`src/rtl/msfsm_barrier_arbiter.sv`:
```
// rtl/msfsm_barrier_arbiter.sv - round-robin barrier arbiter for shared FSM1/FSM2 transitions
// Optional watchdog: define MSFSM_BARRIER_TIMEOUT_EN.
module msfsm_barrier_arbiter #(
    parameter int NT    = 8,
    parameter int TMO_W = 4
) (
    input  logic                    clk,
    input  logic                    reset,
    input  logic [NT-1:0]           fsm1_rdy,
    input  logic [NT-1:0]           fsm2_rdy,
    input  logic [NT-1:0]           ev_req,
    output logic [NT-1:0]           tb_fsm1,
    output logic [NT-1:0]           tb_fsm2,
    output logic                    busy,
    output logic                    fire_vld,
    output logic [$clog2(NT)-1:0]   fire_idx,
    output logic                    err_timeout
);
    localparam int IW = $clog2(NT);
    localparam logic [IW:0]   NT_W = (IW+1)'(NT);
    localparam logic [IW-1:0] LAST = IW'(NT - 1);

    if (NT < 2 || TMO_W < 1) begin : g_bad_param
        $error("msfsm_barrier_arbiter: NT must be >= 2 and TMO_W >= 1");
    end

    typedef enum logic {IDLE, GRANT} state_t;

    state_t          state, state_n;
    logic [IW-1:0]   ptr, ptr_n;
    logic [IW-1:0]   idx, idx_n;
    logic [NT-1:0]   tb1_n, tb2_n;
    logic            busy_n, fire_n;
    logic [IW-1:0]   fire_idx_n;

    logic [NT-1:0]   elig;
    logic [NT-1:0]   rot;
    logic [IW:0]     lsh;
    logic [IW:0]     off;
    logic [IW:0]     sum;
    logic [IW-1:0]   sel_idx;
    logic [NT-1:0]   sel_oh;
    logic            sel_found;
    logic [IW-1:0]   idx_inc;

`ifdef MSFSM_BARRIER_TIMEOUT_EN
    localparam logic [TMO_W-1:0] TMO_LAST = TMO_W'((1 << TMO_W) - 2);
    logic [TMO_W-1:0] cnt, cnt_n;
    logic             err_q, err_n;
    assign err_timeout = err_q;
`else
    assign err_timeout = 1'b0;
`endif

    assign elig    = fsm1_rdy & fsm2_rdy & ev_req;
    assign idx_inc = (idx == LAST) ? '0 : idx + IW'(1);

    // Rotate elig so that bit 0 corresponds to ptr; the lowest set bit wins.
    always_comb begin
        lsh       = NT_W - {1'b0, ptr};
        rot       = (elig >> ptr) | (elig << lsh);
        off       = '0;
        for (int i = NT - 1; i >= 0; i--) begin
            if (rot[i]) begin
                off = (IW+1)'(i);
            end
        end
        sum = {1'b0, ptr} + off;
        if (sum >= NT_W) begin
            sum = sum - NT_W;
        end
        sel_idx   = sum[IW-1:0];
        sel_oh    = NT'(1) << sel_idx;
        sel_found = |elig;
    end

    always_comb begin
        state_n    = state;
        ptr_n      = ptr;
        idx_n      = idx;
        tb1_n      = tb_fsm1;
        tb2_n      = tb_fsm2;
        fire_n     = 1'b0;
        fire_idx_n = fire_idx;
`ifdef MSFSM_BARRIER_TIMEOUT_EN
        cnt_n      = cnt;
        err_n      = err_q;
`endif
        case (state)
            IDLE: begin
                tb1_n = '0;
                tb2_n = '0;
                if (sel_found) begin
                    state_n = GRANT;
                    idx_n   = sel_idx;
                    tb1_n   = sel_oh;
                    tb2_n   = sel_oh;
`ifdef MSFSM_BARRIER_TIMEOUT_EN
                    cnt_n   = '0;
`endif
                end
            end
            GRANT: begin
                // Each side releases independently; ev_req is deliberately ignored here.
                tb1_n = tb_fsm1 & fsm1_rdy;
                tb2_n = tb_fsm2 & fsm2_rdy;
                if (tb1_n == '0 && tb2_n == '0) begin
                    state_n    = IDLE;
                    fire_n     = 1'b1;
                    fire_idx_n = idx;
                    ptr_n      = idx_inc;
                end
`ifdef MSFSM_BARRIER_TIMEOUT_EN
                else if (cnt == TMO_LAST) begin
                    tb1_n   = '0;
                    tb2_n   = '0;
                    state_n = IDLE;
                    ptr_n   = idx_inc;
                    err_n   = 1'b1;
                end else begin
                    cnt_n = cnt + TMO_W'(1);
                end
`endif
            end
            default: begin
                state_n = IDLE;
                tb1_n   = '0;
                tb2_n   = '0;
            end
        endcase
        busy_n = (state_n == GRANT);
    end

    always_ff @(posedge clk) begin
        if (reset) begin
            state    <= IDLE;
            ptr      <= '0;
            idx      <= '0;
            tb_fsm1  <= '0;
            tb_fsm2  <= '0;
            busy     <= 1'b0;
            fire_vld <= 1'b0;
            fire_idx <= '0;
`ifdef MSFSM_BARRIER_TIMEOUT_EN
            cnt      <= '0;
            err_q    <= 1'b0;
`endif
        end else begin
            state    <= state_n;
            ptr      <= ptr_n;
            idx      <= idx_n;
            tb_fsm1  <= tb1_n;
            tb_fsm2  <= tb2_n;
            busy     <= busy_n;
            fire_vld <= fire_n;
            fire_idx <= fire_idx_n;
`ifdef MSFSM_BARRIER_TIMEOUT_EN
            cnt      <= cnt_n;
            err_q    <= err_n;
`endif
        end
    end
endmodule

```
`config.mk`:
```
export PLATFORM = sky130hd
export DESIGN_NAME = msfsm_barrier_arbiter
export DESIGN_NICKNAME = d
export VERILOG_FILES = /design/src/rtl/msfsm_barrier_arbiter.sv
export SDC_FILE = /design/constraint.sdc
export NUM_CORES = 1
export LEC_CHECK = 0
export ABC_AREA = 1
export BUFFER_PORTS_ARGS = -buffer_cell sky130_fd_sc_hd__buf_2
export CORE_UTILIZATION = 40
export CTS_CLUSTER_SIZE = 14
export DETAILED_ROUTE_END_ITERATION = 8
export PLACE_DENSITY_LB_ADDON = 0.08
export SYNTH_ARGS = -nofsm -noshare
export SYNTH_HDL_FRONTEND = slang
export SYNTH_SLANG_ARGS = --single-unit
export TNS_END_PERCENT = 1
```
`constraint.sdc`:
```
create_clock -name clk -period 4.1 [get_ports clk]
set_clock_uncertainty 0.05 [all_clocks]
set_input_delay 0.205 -clock clk [delete_from_list [all_inputs] [get_ports clk]]
set_output_delay 0.205 -clock clk [all_outputs]
set_load 0.01 [all_outputs]
```
# == Yosys cells after proc, flatten, opt, wreduce, memory -nomap -nowiden ==
# Cells that the tools add are included.
# classes
add_sub_neg,4
reduce_logical,7
n_bitwise,6
n_eq_ne,1
n_mux,17
n_lt_le_gt_ge,1
shift,3
# op_table
cell,n
8-bit AND,4
8-bit case mux with 2 select lines,2
4-bit two-way mux,6
8-bit zero test,2
3-bit two-way mux,4
8-bit two-way mux,1
8-bit bitwise OR,1
8-bit OR reduction,1
1-bit by 3-bit << shifter with 8-bit output (first input constant),1
8-bit by 4-bit << shifter with 8-bit output,1
8-bit by 3-bit >> shifter with 8-bit output,1
3-bit by 4-bit adder with 4-bit output,1
4-bit greater-or-equal comparator (second input constant),1
2-bit AND reduction,2
4-bit by 3-bit subtractor with 4-bit output (first input constant),1
3-bit by 1-bit adder with 3-bit output (second input constant),1
3-bit == test (second input constant),1
1-bit two-way mux,3
3-bit by 1-bit subtractor with 3-bit output (second input constant),1
1-bit case mux with 2 select lines,1
2-bit OR reduction,1
1-bit logical AND,1
1-bit NOT,1
# word_totals
wordCells,46
regBits,27
input_bits,26
out_inout_bits,22

# == Longest topological paths before layout ==
# depth
depth_word,18
mapped_depth,24
ltp_nobuf,22

# == Worst setup path before layout ==
# OpenSTA, ideal clock, no wires.
# synth_path
kind,flip-flop to flip-flop
startpoint,register ptr[0]
endpoint,register tb_fsm2[4]
synth_period_minus_slack_ps,3390
t_arrival_ps,3269
slack_ps,710
stages_incl_launch_ff,23
t_required_ps,3980
path_cell_list,dfxtp_1 > inv_2 > buf_6 > ha_1 > clkbuf_1 > inv_1 > nand3_1 > nand3_1 > nand2_1 > nor2_1 > inv_1 > nor2_1 > nor2_1 > o21ai_0 > nand2_1 > a21boi_0 > ha_1 > inv_1 > fa_1 > inv_1 > nor3_1 > nand3_1 > a21oi_1
# synth_between
elab_chain_cells,17
elab_cells_between_ends,19
cone_classes,3 x add/sub; 1 x order compare; 3 x shift; 11 x mux; 1 x bitwise
# synth_lines
element,line,rtl
start: declaration,30,"logic [IW-1:0] ptr, ptr_n;"
start signal: assignment,150,ptr <= ptr_n;
4-bit by 3-bit subtractor with 4-bit output,60,"lsh = NT_W - {1'b0, ptr};"
8-bit by 4-bit << shifter with 8-bit output,61,rot = (elig >> ptr) | (elig << lsh);
8-bit bitwise OR,61,
3-bit two-way mux (2 in series),64,if (rot[i]) begin
4-bit two-way mux (6 in series),64,
3-bit by 4-bit adder with 4-bit output (*),68,"sum = {1'b0, ptr} + off;"
4-bit greater-or-equal comparator or 3-bit by 1-bit subtractor with 3-bit output (tied branches),"69, 70",
3-bit two-way mux (*),69,if (sum >= NT_W) begin
1-bit by 3-bit << shifter with 8-bit output (*),73,sel_oh = NT'(1) << sel_idx;
8-bit two-way mux (*),93,if (sel_found) begin
8-bit case mux with 2 select lines (*),89,case (state)
end signal: assignment,153,tb_fsm2 <= tb2_n;
end: declaration,13,"output logic [NT-1:0] tb_fsm2,"
# Every way passes the cells marked *; elsewhere a longest branch is shown, timed or not.
# A chain may end at the register's enable or synchronous reset.

# == Worst setup path in the final report ==
# layout_path
startpoint,register ptr[1]
endpoint,register tb_fsm1[4]
# layout_between
elab_chain_cells,17
elab_cells_between_ends,19
cone_classes,3 x add/sub; 1 x order compare; 3 x shift; 11 x mux; 1 x bitwise
# layout_lines
element,line,rtl
4-bit by 3-bit subtractor with 4-bit output,60,
8-bit by 4-bit << shifter with 8-bit output,61,
8-bit bitwise OR,61,
3-bit two-way mux (2 in series),64,
4-bit two-way mux (6 in series),64,
3-bit by 4-bit adder with 4-bit output (*),68,
4-bit greater-or-equal comparator or 3-bit by 1-bit subtractor with 3-bit output (tied branches),"69, 70",
3-bit two-way mux (*),69,
1-bit by 3-bit << shifter with 8-bit output (*),73,
8-bit two-way mux (*),93,
8-bit case mux with 2 select lines (*),89,
end signal: assignment,152,tb_fsm1 <= tb1_n;
end: declaration,12,"output logic [NT-1:0] tb_fsm1,"
# Marks and branches as above.

==> summary.md <==
| Metric | Value |
|---|---|
| # H-tree levels | `1` |
| Largest net degree at the start of global routing | `20` |
| Status | `completed` |
| Register area share after synthesis | `29.8%` |
| Routed length on met3 | `209 um` |
| Critical path arrival | `3.80 ns` |
| Slew margin rel. | `54.0%` |
| Worst-path maximum fanout | `10` |
| Cell mode on critical path | `inv_1` |
| Number of inserted diodes | `0` |
| Via density | `5.23` |
| DRC viols | `0` |
| Post-DRT Antenna Nets | `0` |
| DRT Pass-1 Iters | `4` |
| Most common flop cell mapped by yosys | `dfxtp_1` |
| Worst R2R End | `tb_fsm1[4]` |
| Leak pwr | `0.00105 uW` |
| Worst-path clk slew | `0.10 ns` |
| Die Wd | `69.3 um` |
| Number of max-cap violations | `0` |
| Critical-path cell list | `inv_4, ha_1, inv_1, nand3_1, nand3_1, nand2_1, nor2_1, inv_1, nor2_1, nor2_1, o21ai_0, nand2_1, a21boi_0, ha_1, inv_1, fa_1, inv_1, nor3_2, nand3_1, a21oi_1` |
| GR Overflow Total | `0` |
| Req. time, crit path | `4.27 ns` |
| Ys Warns | `0` |
| Crit Path Class | `reg -> reg` |
| Synth top area share | `29.8%` |
| Die height | `69.3 um` |
| Top cells by count, synth | `nand2_1 (83), nand3_1 (60), dfxtp_1 (27)` |
| Top Metal Used | `met4` |
| Total Routing Usage GR | `22.1%` |
| Number of synthesized flops with an enable pin | `0` |
| RR Startpoint | `ptr[1]` |
| Top-count cell post-synth | `nand2_1` |
| CTS tree | `built` |
| Worst hold path startpoint | `fsm1_rdy[6]` |
| Clk Latency, worst-skew pair | `0.28 ns` |
| CP peak stage delay | `0.56 ns` |
| Crit start category | `flip-flop` |
| Fin crit share | `88.7%` |
| # setup viols final | `0` |
| Crit path from | `ptr[1]` |
| Final Slew Violations | `0` |
| GPL Wtd Cong | `0.921` |
| Worst Hold End | `tb_fsm1[6]` |
| Mapped Area | `1810 um^2` |
| RSZ-0062 raised after global routing | `no` |
| Post-synth net total | `320` |
| Root Driver | `clkbuf_8` |
| Critical-path top delay cell | `fa_1` |
| Wire length on met2 | `2430 um` |
| Initial drt markers | `81` |
| Clk network pwr share | `8.9%` |
| DR WL/cell | `13.4 um` |
| Pwr/cell area | `826 nW/um^2` |
| Max Freq | `275 MHz` |
| Met1 wire length | `2430 um` |
| NetSw | `931 uW` |
| R2R Setup Slk | `0.46 ns` |
| Internal power | `820 uW` |
| Synth area leaders | `dfxtp_1 (30%), nand2_1 (17%), nand3_1 (17%), a21oi_1 (6.1%), nor2_1 (5.0%)` |
| Vias | `2003` |
| Cell Area, Placed | `2070 um^2` |
| Setup bufs post-CTS | `0` |
| Async SR Flop Fraction | `0%` |
| Cells after Synth | `289` |
| Clk sinks | `27` |
| Seq pwr share | `24.9%` |
| Synth cell types | `29` |
| I/O pins | `48` |
| First-pass GRT wire length | `8620 um` |
| Area overhead of the layout relative to synthesis | `17.0%` |
| WHS Path Cells | `3` |
| Cell area after layout | `2120 um^2` |
| Setup TNS | `0 ns` |
| Hold WS | `0.139 ns` |
| Vias in the first global route | `1871` |
| Critical path buffers and inverters | `5` |
| Core ar. | `4350 um^2` |
| Fin crit period | `3.64 ns` |
| Final Hold Viols | `0` |
| Type of the most critical hold path | `in -> reg` |
| Drt total wl | `5140 um` |
| Post-synth top area cell | `dfxtp_1` |
| Largest delay share family, worst path | `adder cells` |
| Synth Area per Inst | `6.27 um^2` |
| Die area | `4810 um^2` |
| Gate power share | `66.3%` |
| Crit. End Element | `flip-flop` |
| Dpl hpwl | `4220 um` |
| Layout cell share with drive strength beyond 1 | `21.5%` |
| Maximum vdd ir drop | `0.369 mV` |
| Starting Density | `41.6%` |
| Clk buf depth | `2` |
| Switching Share | `53.2%` |
| Number of I/O port buffers | `46` |
| Worst R2R Path Depth | `20` |
| Initial antenna violation count | `0` |
| Row cnt | `24` |
| NumNets Final | `363` |
| CTS Buf Count | `3` |
| Worst Tran Pin Value | `0.689 ns` |
| Synthesis-stage register bit count | `27` |
==> through the flow <==
step	total power, uW	worst slack (ns)	util [%]	instances
2_1_floorplan	1290	0.710	-	289
3_3_place_gp	1590	0.254	47.4	379
3_5_place_dp	1580	0.268	47.4	379
4_1_cts	1740	0.244	48.6	383
5_1_grt	1940	0.0403	48.7	383
6_report	1750	0.463	48.7	383
==> power by group through the flow <==
stage               registers (uW)  clock network [uW]  logic, uW
floorplan                      429                   0        862
global placement               440                   0       1150
detailed placement             440                   0       1140
CTS                            434                 157       1150
global route                   451                 168       1330
finish                         435                 155       1160
==> placed cells by master (no fill, tap or decap), drive strengths merged <==
master,count
nand3,62
a21oi,22
xnor2,1
nand2,89
clkinvlp,1
clkbuf,3
nor3,4
a21boi,1
conb,1
nand3b,1
nand4,9
nor2,27
fa,1
dfxtp,27
o32ai,1
buf,48
o21ai,8
a31o,1
ha,4
xor2,2
inv,18
==> how the worst max path moves through the flow <==
stage / end / slack (ns) / depth (start not counted)
after floorplan: tb_fsm2[4] / 0.71 / 22
after global placement: tb_fsm1[4] / 0.25 / 20
after detailed placement: tb_fsm1[4] / 0.27 / 20
after CTS: tb_fsm1[4] / 0.24 / 20
after global routing: tb_fsm1[4] / 0.04 / 20
final: tb_fsm1[4] / 0.46 / 20
==> worst reg2reg max path: stages (launching register included) <==
cell,delay (ns)
dfxtp_2,0.43
inv_4,0.09
ha_1,0.40
inv_1,0.22
nand3_1,0.13
nand3_1,0.09
nand2_1,0.05
nor2_1,0.16
inv_1,0.06
nor2_1,0.08
nor2_1,0.04
o21ai_0,0.13
nand2_1,0.07
a21boi_0,0.16
ha_1,0.17
inv_1,0.04
fa_1,0.56
inv_1,0.09
nor3_2,0.25
nand3_1,0.16
a21oi_1,0.15
==> cell families after synthesis <==
family,share of synthesized area (%)
compound gates,9.66
buf+inv,7.18
simple gates,47.8
xor+xnor,1.45
flops,29.8
other cells,0.207
fa+ha+maj,3.86
==> state kept, by name, summed over array words and instances (netlist names) <==
name / count
fire_vld: 1
state: 1
ptr: 3
tb_fsm1: 8
tb_fsm2: 8
idx: 3
fire_idx: 3
==> timing repair <==
item / in CTS / in global routing
resized for setup: 0 / 2
hold buffers: 0 / 0
setup endpoints to repair: 0 / 10
==> routing by layer <==
metal | vias up | GRT usage [%]
li1 | 1050 | -
met1 | 900 | 30.0
met2 | 46 | 36.9
met3 | 7 | 2.62
met4 | 0 | 5.90
met5 | - | 0
==> cell type report <==
class / count / area (um^2)
fill: 465 / 2230
clock buffer: 3 / 41.3
inverter: 18 / 72.6
sequential: 27 / 542
multi-input combinational: 234 / 1150
timing repair buffer: 48 / 245
tap: 52 / 65.1
clock inverter: 1 / 7.51
No activity file was read; power rests on OpenSTA's default activity.
